===== config.mk =====
export PLATFORM = sky130hd
export DESIGN_NAME = register_file
export DESIGN_NICKNAME = d
export VERILOG_FILES = /design/src/rtl/register_file.sv
export SDC_FILE = /design/constraint.sdc
export NUM_CORES = 1
export LEC_CHECK = 0
export CAP_MARGIN = 15
export CORE_ASPECT_RATIO = 0.5
export CORE_MARGIN = 5
export CORE_UTILIZATION = 48
export DETAILED_ROUTE_END_ITERATION = 8
export GPL_ROUTABILITY_DRIVEN = 0
export PLACE_DENSITY = 0.65
export SYNTH_ARGS = -nofsm -noshare
export SYNTH_HDL_FRONTEND = slang
export SYNTH_SLANG_ARGS = --single-unit

===== constraint.sdc =====
create_clock -name clock -period 3.89 [get_ports clock]
set_clock_uncertainty 0.15 [all_clocks]
set_input_delay 0.778 -clock clock [delete_from_list [all_inputs] [get_ports clock]]
set_output_delay 0.778 -clock clock [all_outputs]
set_load 0.05 [all_outputs]

===== src/rtl/register_file.sv =====
// Multi-entry register file: one synchronous write port, two combinational read ports,
// with optional hardwired-zero entry 0 and optional same-cycle write-to-read forwarding.
module register_file #(
  parameter int WIDTH    = 32,
  parameter int DEPTH    = 16,
  parameter int ADDR_W   = 4,
  parameter bit ZERO_REG = 1'b0,
  parameter bit BYPASS   = 1'b1
) (
  input  logic              clock,
  input  logic              reset,
  input  logic              we,
  input  logic [ADDR_W-1:0] wa,
  input  logic [WIDTH-1:0]  wd,
  input  logic [ADDR_W-1:0] ra,
  input  logic [ADDR_W-1:0] rb,
  output logic [WIDTH-1:0]  rd_a,
  output logic [WIDTH-1:0]  rd_b
);

  logic [DEPTH-1:0][WIDTH-1:0] mem_q, mem_d;
  logic                        wr_ok;

  // A write to entry 0 is dropped when it is hardwired to zero; reset beats any write.
  assign wr_ok = we && !reset && !(ZERO_REG && (wa == '0));

  always_comb begin
    mem_d = mem_q;
    if (reset) mem_d = '0;
    else if (wr_ok) mem_d[wa] = wd;
  end

  always_ff @(posedge clock) begin
    mem_q <= mem_d;
  end

  // Forwarding uses wr_ok, so it is off during reset and for a hardwired entry 0.
  always_comb begin
    rd_a = mem_q[ra];
    rd_b = mem_q[rb];
    if (BYPASS && wr_ok && (wa == ra)) rd_a = wd;
    if (BYPASS && wr_ok && (wa == rb)) rd_b = wd;
    if (ZERO_REG && (ra == '0)) rd_a = '0;
    if (ZERO_REG && (rb == '0)) rd_b = '0;
  end

endmodule

# [Word-level counts from Yosys, hierarchy flattened]
# Cells that the tools add are included.
[op_classes] n_lt_le_gt_ge=4 n_eq_ne=2 muxes=9 reduce_logical=5
[op_table] op="$bwmux 512" n=1
[op_table] op="$bmux 32 s4" n=2
[op_table] op="$mux 32" n=5
[op_table] op="$demux 32 s4" n=1
[op_table] op="$lt 4x5->1 const B" n=3
[op_table] op="$eq 4x4->1" n=2
[op_table] op="$ge 4x1->1 const B" n=1
[op_table] op="$logic_and 1x1->1" n=4
[op_table] op="$logic_not 1->1" n=1
[totals] regBits=512 out_inout_bits=64 word_cells=36

# [Logic depth before layout (Yosys ltp)]
# Gate-level depths: netlist (run 1).
[logic_depth] ltp_word=5 ltp_mapped=7 ltp_nobuf=4

# [Worst setup path after synthesis (run 1)]
# Ideal clock, no wire load.
[synth_path] path_kind="input to output" startpoint="input port rb[1]" endpoint="output port rd_b[12]" arrival_time_ps=2480 slack_ps=482 path_stages=7 path_buffers=3 path_cell_list="buf_4 -> buf_2 -> buf_1 -> mux4_2 -> a22oi_1 -> nand2_1 -> mux2_2"
[synth_via] elab_chain_cells=3 elab_cells_between_ends=5 classes_between="eq/ne: 1; mux: 3; reduce/logical: 1"
[synth_lines] item="from (decl)" line_no="16" rtl="input logic [ADDR_W-1:0] rb,"
[synth_lines] item="$bmux 32 s4 / $eq 4x4->1 (equally long branches)" line_no="40, 42"
[synth_lines] item="$mux 32 (implied by the code) / $logic_and 1x1->1 (equally long branches)" line_no="40, 42"
[synth_lines] item="$mux 32 (*)" line_no="42" rtl="if (BYPASS && wr_ok && (wa == rb)) rd_b = wd;"
[synth_lines] item="to (decl)" line_no="18" rtl="output logic [WIDTH-1:0] rd_b"
# Every way passes the cells marked *; elsewhere a longest branch is shown, timed or not. The select of a mux whose other input is x is not followed.

# [Worst setup path in the final report (run 1)]
[layout_path] startpoint="input port rb[3]" endpoint="output port rd_b[22]"
# Same word-level chain as after synthesis.

==> results.cfg, run 1 <==
[outcome]
status = complete, but fails checks
violations = negative setup slack

[sta]
hold_slack_ns = 0.315
slew_headroom = 0.307
setup_violations = 1
final_max_slew_viol_count = 0
setup_slack_ns = -0.0107
fin_crit_ns = 3.90
hold_violations = 0
rsz0062_at_grt = no
worst_pin_slew_ns = 1.04
period_share = 1.00
fmax_ghz = 0.256

[synthesis]
ys_ff_latch = 512
synth_warnings = 0
synth_flop_cell = dfxtp_1
synthArstFlopShare = 0
synthTopCellsByArea = dfxtp_1 39%, mux4_2 22%, nand2_1 16%, a21oi_1 9.8%, a22oi_1 3.6%
synthesis.nets = 2983
synth_area_per_cell_sq_um = 8.88
synth_edf_count = 0
synth_area_sq_um = 26100
post_synth_num_cell_types = 30
synth_top_area_frac = 0.393
synth_cells = 2936
ys_seq_area_frac = 0.393
synth_top_cell_by_area = dfxtp_1

[global_route]
grt_overflow_total = 0
grt_max_degree = 190
grt_pass1_vias = 23000
grt_util_all_layers = 0.314
grt_antenna_before_repair = 4
grt_first_pass_wirelength_um = 143000

[finish]
drive_gt1_frac = 0.225
largest_reg_flops = 512
final_common_cell = nand2_1
nets = 2990
final_cell_mix = 1087 x nand2_1, 512 x a21oi_1, 512 x dfxtp_1
top_register = mem_q
fillCellCount = 4609
fin_area_sq_um = 30800
multiInputGateArea_sq_um = 14700
regArea_sq_um = 10200
area_growth_pct = 17.9
reg_top3 = mem_q: 512 flops

[pwr]
p_total_uw = 11200
cellPowerDensity_nw_per_um2 = 364
power_leakage_uw = 0.0103
ir_drop_v = 0.000285

[clock_network]
root_buffer = clkbuf_16
cts_tree = done
htree_levels = 2
path_clk_slew_ns = 0.06
cts_sinks = 512
cts_buffers = 48
clk_latency_ns = 0.58
cts_buffer_depth = 3

[die]
die_x_um = 340
rows = 60
start_util = 0.485
fp.coreArea_sq_um = 53800
ios = 111
dieArea_sq_um = 59400
die_h_um = 175

[placed_design]
dpl_cell_area_sq_um = 29100
place.port_buffers = 110
post-dp-hpwl_um = 60100

[worst_hold_path]
hold_path_class = reg -> reg

[job]
cap_viol_max_count = 0

[setup_path]
cp.required_ns = 2.96
worst_path_max_delay_cell = clkdlybuf4s50_1
endpoint_kind = output port
cp_common_cell = buf_4
crit_family = buffers and inverters
critPathLaunchType = input port
critPathArrivalTime_ns = 2.97
path_max_fanout = 21
crit_buf_inv = 4
cp_cell_sequence = clkdlybuf4s50_1, buf_4, nor2b_4, buf_4, a22oi_1, nand2_1, mux2_2, buf_12
max_stage_delay_ns = 0.66
critPathKind = in -> out

[routing]
ant_nets = 0
vias = 23700
vias_per_cell = 6.41
highest_layer = met5
wl_met1_um = 36800
wl_per_cell_um = 26.1
drt-total-wl_um = 96300
met2WireLength_um = 43100
drc = 0
route.met3.wl_um = 12200
drtIter0Drc = 3649
drtPass1Iterations = 5
metal layers:
| metal | up-vias | GRT usage |
|---|---|---|
| met1 | 11600 | 0.431 |
| met4 | 2 | 0.127 |
| li1 | 10200 | - |
| met2 | 1563 | 0.487 |
| met5 | - | 0 |
| met3 | 295 | 0.0673 |
cells by family (layout without fill, tap and decap cells):
| group | after synthesis | count (layout) | share of synthesized area |
|---|---|---|---|
| AO/OA/AOI/OAI | 638 | 638 | 0.134 |
| flip-flops | 512 | 512 | 0.393 |
| other | 0 | 4 | 0 |
| XOR/XNOR | 6 | 6 | 0.00201 |
| buffers and inverters | 314 | 350 | 0.0515 |
| multiplexers | 322 | 322 | 0.250 |
| AND/OR/NAND/NOR | 1144 | 1146 | 0.169 |
tightest hold or removal path, cell delays in order, from the launching register on:
cell	delay (ns)
dfxtp_1	0.31
nand2_1	0.05
a21oi_1	0.05
layout make-up:
cell class | count | share of cell area
multi-input combinational | 2112 | 0.479
sequential | 512 | 0.333
timing repair buffer | 267 | 0.108
clock buffer | 63 | 0.0435
tap | 713 | 0.0290
clock inverter | 18 | 0.00671
antenna | 4 | 0.000325
inverter | 2 | 0.000244
cell usage after synthesis (5+ instances only):
| library cell | count |
|---|---|
| nand2_1 | 1099 |
| clkbuf_1 | 229 |
| buf_2 | 54 |
| buf_4 | 24 |
| mux4_2 | 258 |
| a22oi_1 | 124 |
| a21oi_1 | 512 |
| mux2_2 | 64 |
| nor2_1 | 15 |
| nand3_1 | 5 |
| dfxtp_1 | 512 |
| nor2b_1 | 7 |
stage by stage:
stage	setup slack [ns]	util	instances	TNS, ns
finish	-0.0107	0.572	3691	-0.0107
global route	0.00854	0.572	3690	0
CTS	0.0245	0.572	3686	0
detailed placement	-0.196	0.542	3602	-3.08
global placement	-0.145	0.542	3602	-1.33
floorplan	0.482	-	2936	0
final timing paths:
check | depth (start not counted) | start | endpoint | slack [ns]
hold reg to reg | 2 | mem_q[121]$_SDFFE_PP0P_ | mem_q[121]$_SDFFE_PP0P_ | 0.32
setup / recovery | 8 | rb[3] | rd_b[22] | -0.01
hold / removal | 2 | mem_q[121]$_SDFFE_PP0P_ | mem_q[121]$_SDFFE_PP0P_ | 0.32
setup reg to reg | 2 | mem_q[156]$_SDFFE_PP0P_ | mem_q[156]$_SDFFE_PP0P_ | 3.04
report_power, final:
part	switching, uW	internal [uW]
clock network	2150	2680
registers	27.4	5280
logic	679	392
total	2850	8350
timing repair:
| action | 4_1_cts | 5_1_grt |
|---|---|---|
| buffers inserted | 2 | 0 |
| cloned | 1 | 1 |
| gates resized for setup | 3 | 5 |
| hold buffers | 0 | 0 |
| setup endpoints to repair | 32 | 24 |
| pin swaps | 0 | 0 |
No activity file was read; power rests on OpenSTA's default activity.
==> run 2: changes to the inputs <==
Settings changed: CORE_MARGIN 5 to 3.
==> results.cfg, run 2 (same netlist as run 1, synthesis figures left out) <==
[outcome]
status = complete, no violations

[sta]
final_max_slew_viol_count = 0
rsz0062_at_grt = no
worst_pin_slew_ns = 1.09
fin_crit_ns = 3.80
hold_violations = 0
fin_setup_tns_ns = 0
fmax_ghz = 0.263
period_share = 0.977
setup_violations = 0
slew_headroom = 0.276

[pwr]
cellPowerDensity_nw_per_um2 = 365
ir_drop_v = 0.000295
power_leakage_uw = 0.0104

[setup_path]
critPathKind = in -> out
path_max_fanout = 14
cp.required_ns = 2.96
critPathArrivalTime_ns = 2.87
critPathLaunchType = input port
endpoint_kind = output port

[finish]
fin_util = 0.586
regArea_sq_um = 10200
drive_gt1_frac = 0.224
top_register = mem_q
multiInputGateArea_sq_um = 14700
fillCellCount = 4448
area_growth_pct = 18.7
largest_reg_flops = 512
reg_top3 = mem_q: 512 flops
final_common_cell = nand2_1
nets = 2992
final_cell_mix = 1087 x nand2_1, 512 x a21oi_1, 512 x dfxtp_1

[routing]
vias = 23700
wl_per_cell_um = 25.8
vias_per_cell = 6.43
drt-total-wl_um = 95100
drtIter0Drc = 3678
drtPass1Iterations = 5
ant_nets = 0
drc = 0

[clock_network]
htree_levels = 2
root_buffer = clkbuf_16
cts_buffer_depth = 3
cts_buffers = 46
clk_latency_ns = 0.57
cts_tree = done
cts_sinks = 512
path_clk_slew_ns = 0.06

[global_route]
grt_antenna_before_repair = 3
grt_util_all_layers = 0.327
grt_pass1_vias = 22300
grt_first_pass_wirelength_um = 141000
grt_max_degree = 98
grt_overflow_total = 0

[die]
ios = 111
die_x_um = 336
start_util = 0.494
die_h_um = 171
dieArea_sq_um = 57300
fp.coreArea_sq_um = 52900
rows = 59

[job]
cap_viol_max_count = 0

[worst_hold_path]
hold_path_class = reg -> reg

[placed_design]
place.port_buffers = 110
post-dp-hpwl_um = 59800
run 2: through the flow:
stage,hold WS (ns),setup slack (ns),std cells,instance area (sq um),power (uW)
detailed placement,0.306,-0.116,3594,29300,6470
global placement,0.298,-0.0207,3594,29300,6460
floorplan,0.293,0.482,2936,26100,6020
finish,0.314,0.0914,3684,31000,11300
global route,0.328,0.0507,3683,31000,11500
CTS,0.315,0.0175,3681,30900,11300
run 2: repair_timing:
item / CTS / global route
setup buffers: 2 / 0
gates cloned: 2 / 0
hold buffers: 0 / 0
pin swaps: 1 / 0
setup endpoints to repair: 33 / 32
resized for setup: 3 / 3
run 2: layout make-up:
class	count	share of cell area
multi-input combinational	2112	0.476
sequential	512	0.331
timing repair buffer	271	0.113
clock buffer	68	0.0431
tap	701	0.0283
clock inverter	15	0.00764
inverter	2	0.000243
antenna	3	0.000243
run 2: routing by layer:
| metal | global-route usage | wire [um] | up-vias |
|---|---|---|---|
| met1 | 0.446 | 36500 | 11500 |
| met5 | 0 | 0 | - |
| met3 | 0.0758 | 12000 | 316 |
| met4 | 0.155 | 5220 | 0 |
| met2 | 0.497 | 41400 | 1569 |
| li1 | - | - | 10300 |
run 2: path summary, 6_finish.rpt:
path / startpoint / endpoint / slack, ns / depth (start not counted)
setup / recovery: ra[3] / rd_a[5] / 0.09 / 7
hold reg to reg: mem_q[110]$_SDFFE_PP0P_ / mem_q[110]$_SDFFE_PP0P_ / 0.31 / 2
setup reg to reg: mem_q[423]$_SDFFE_PP0P_ / mem_q[423]$_SDFFE_PP0P_ / 3.04 / 2
hold / removal: mem_q[110]$_SDFFE_PP0P_ / mem_q[110]$_SDFFE_PP0P_ / 0.31 / 2
run 2: power breakdown:
part / leakage, uW / internal [uW] / total [uW] / switching [uW]
Sequential: 0.00413 / 5280 / 5300 / 26.8
Combinational: 0.00548 / 403 / 1080 / 678
Clock: 0.000761 / 2780 / 4900 / 2120
Total: 0.0104 / 8460 / 11300 / 2830
run 2: worst max-delay path, cell delays in order:
cell and delay [ns]:
clkdlybuf4s50_1 0.54, nor2_4 0.71, buf_4 0.31, a22oi_1 0.08
nand2_1 0.12, mux2_2 0.19, buf_12 0.13
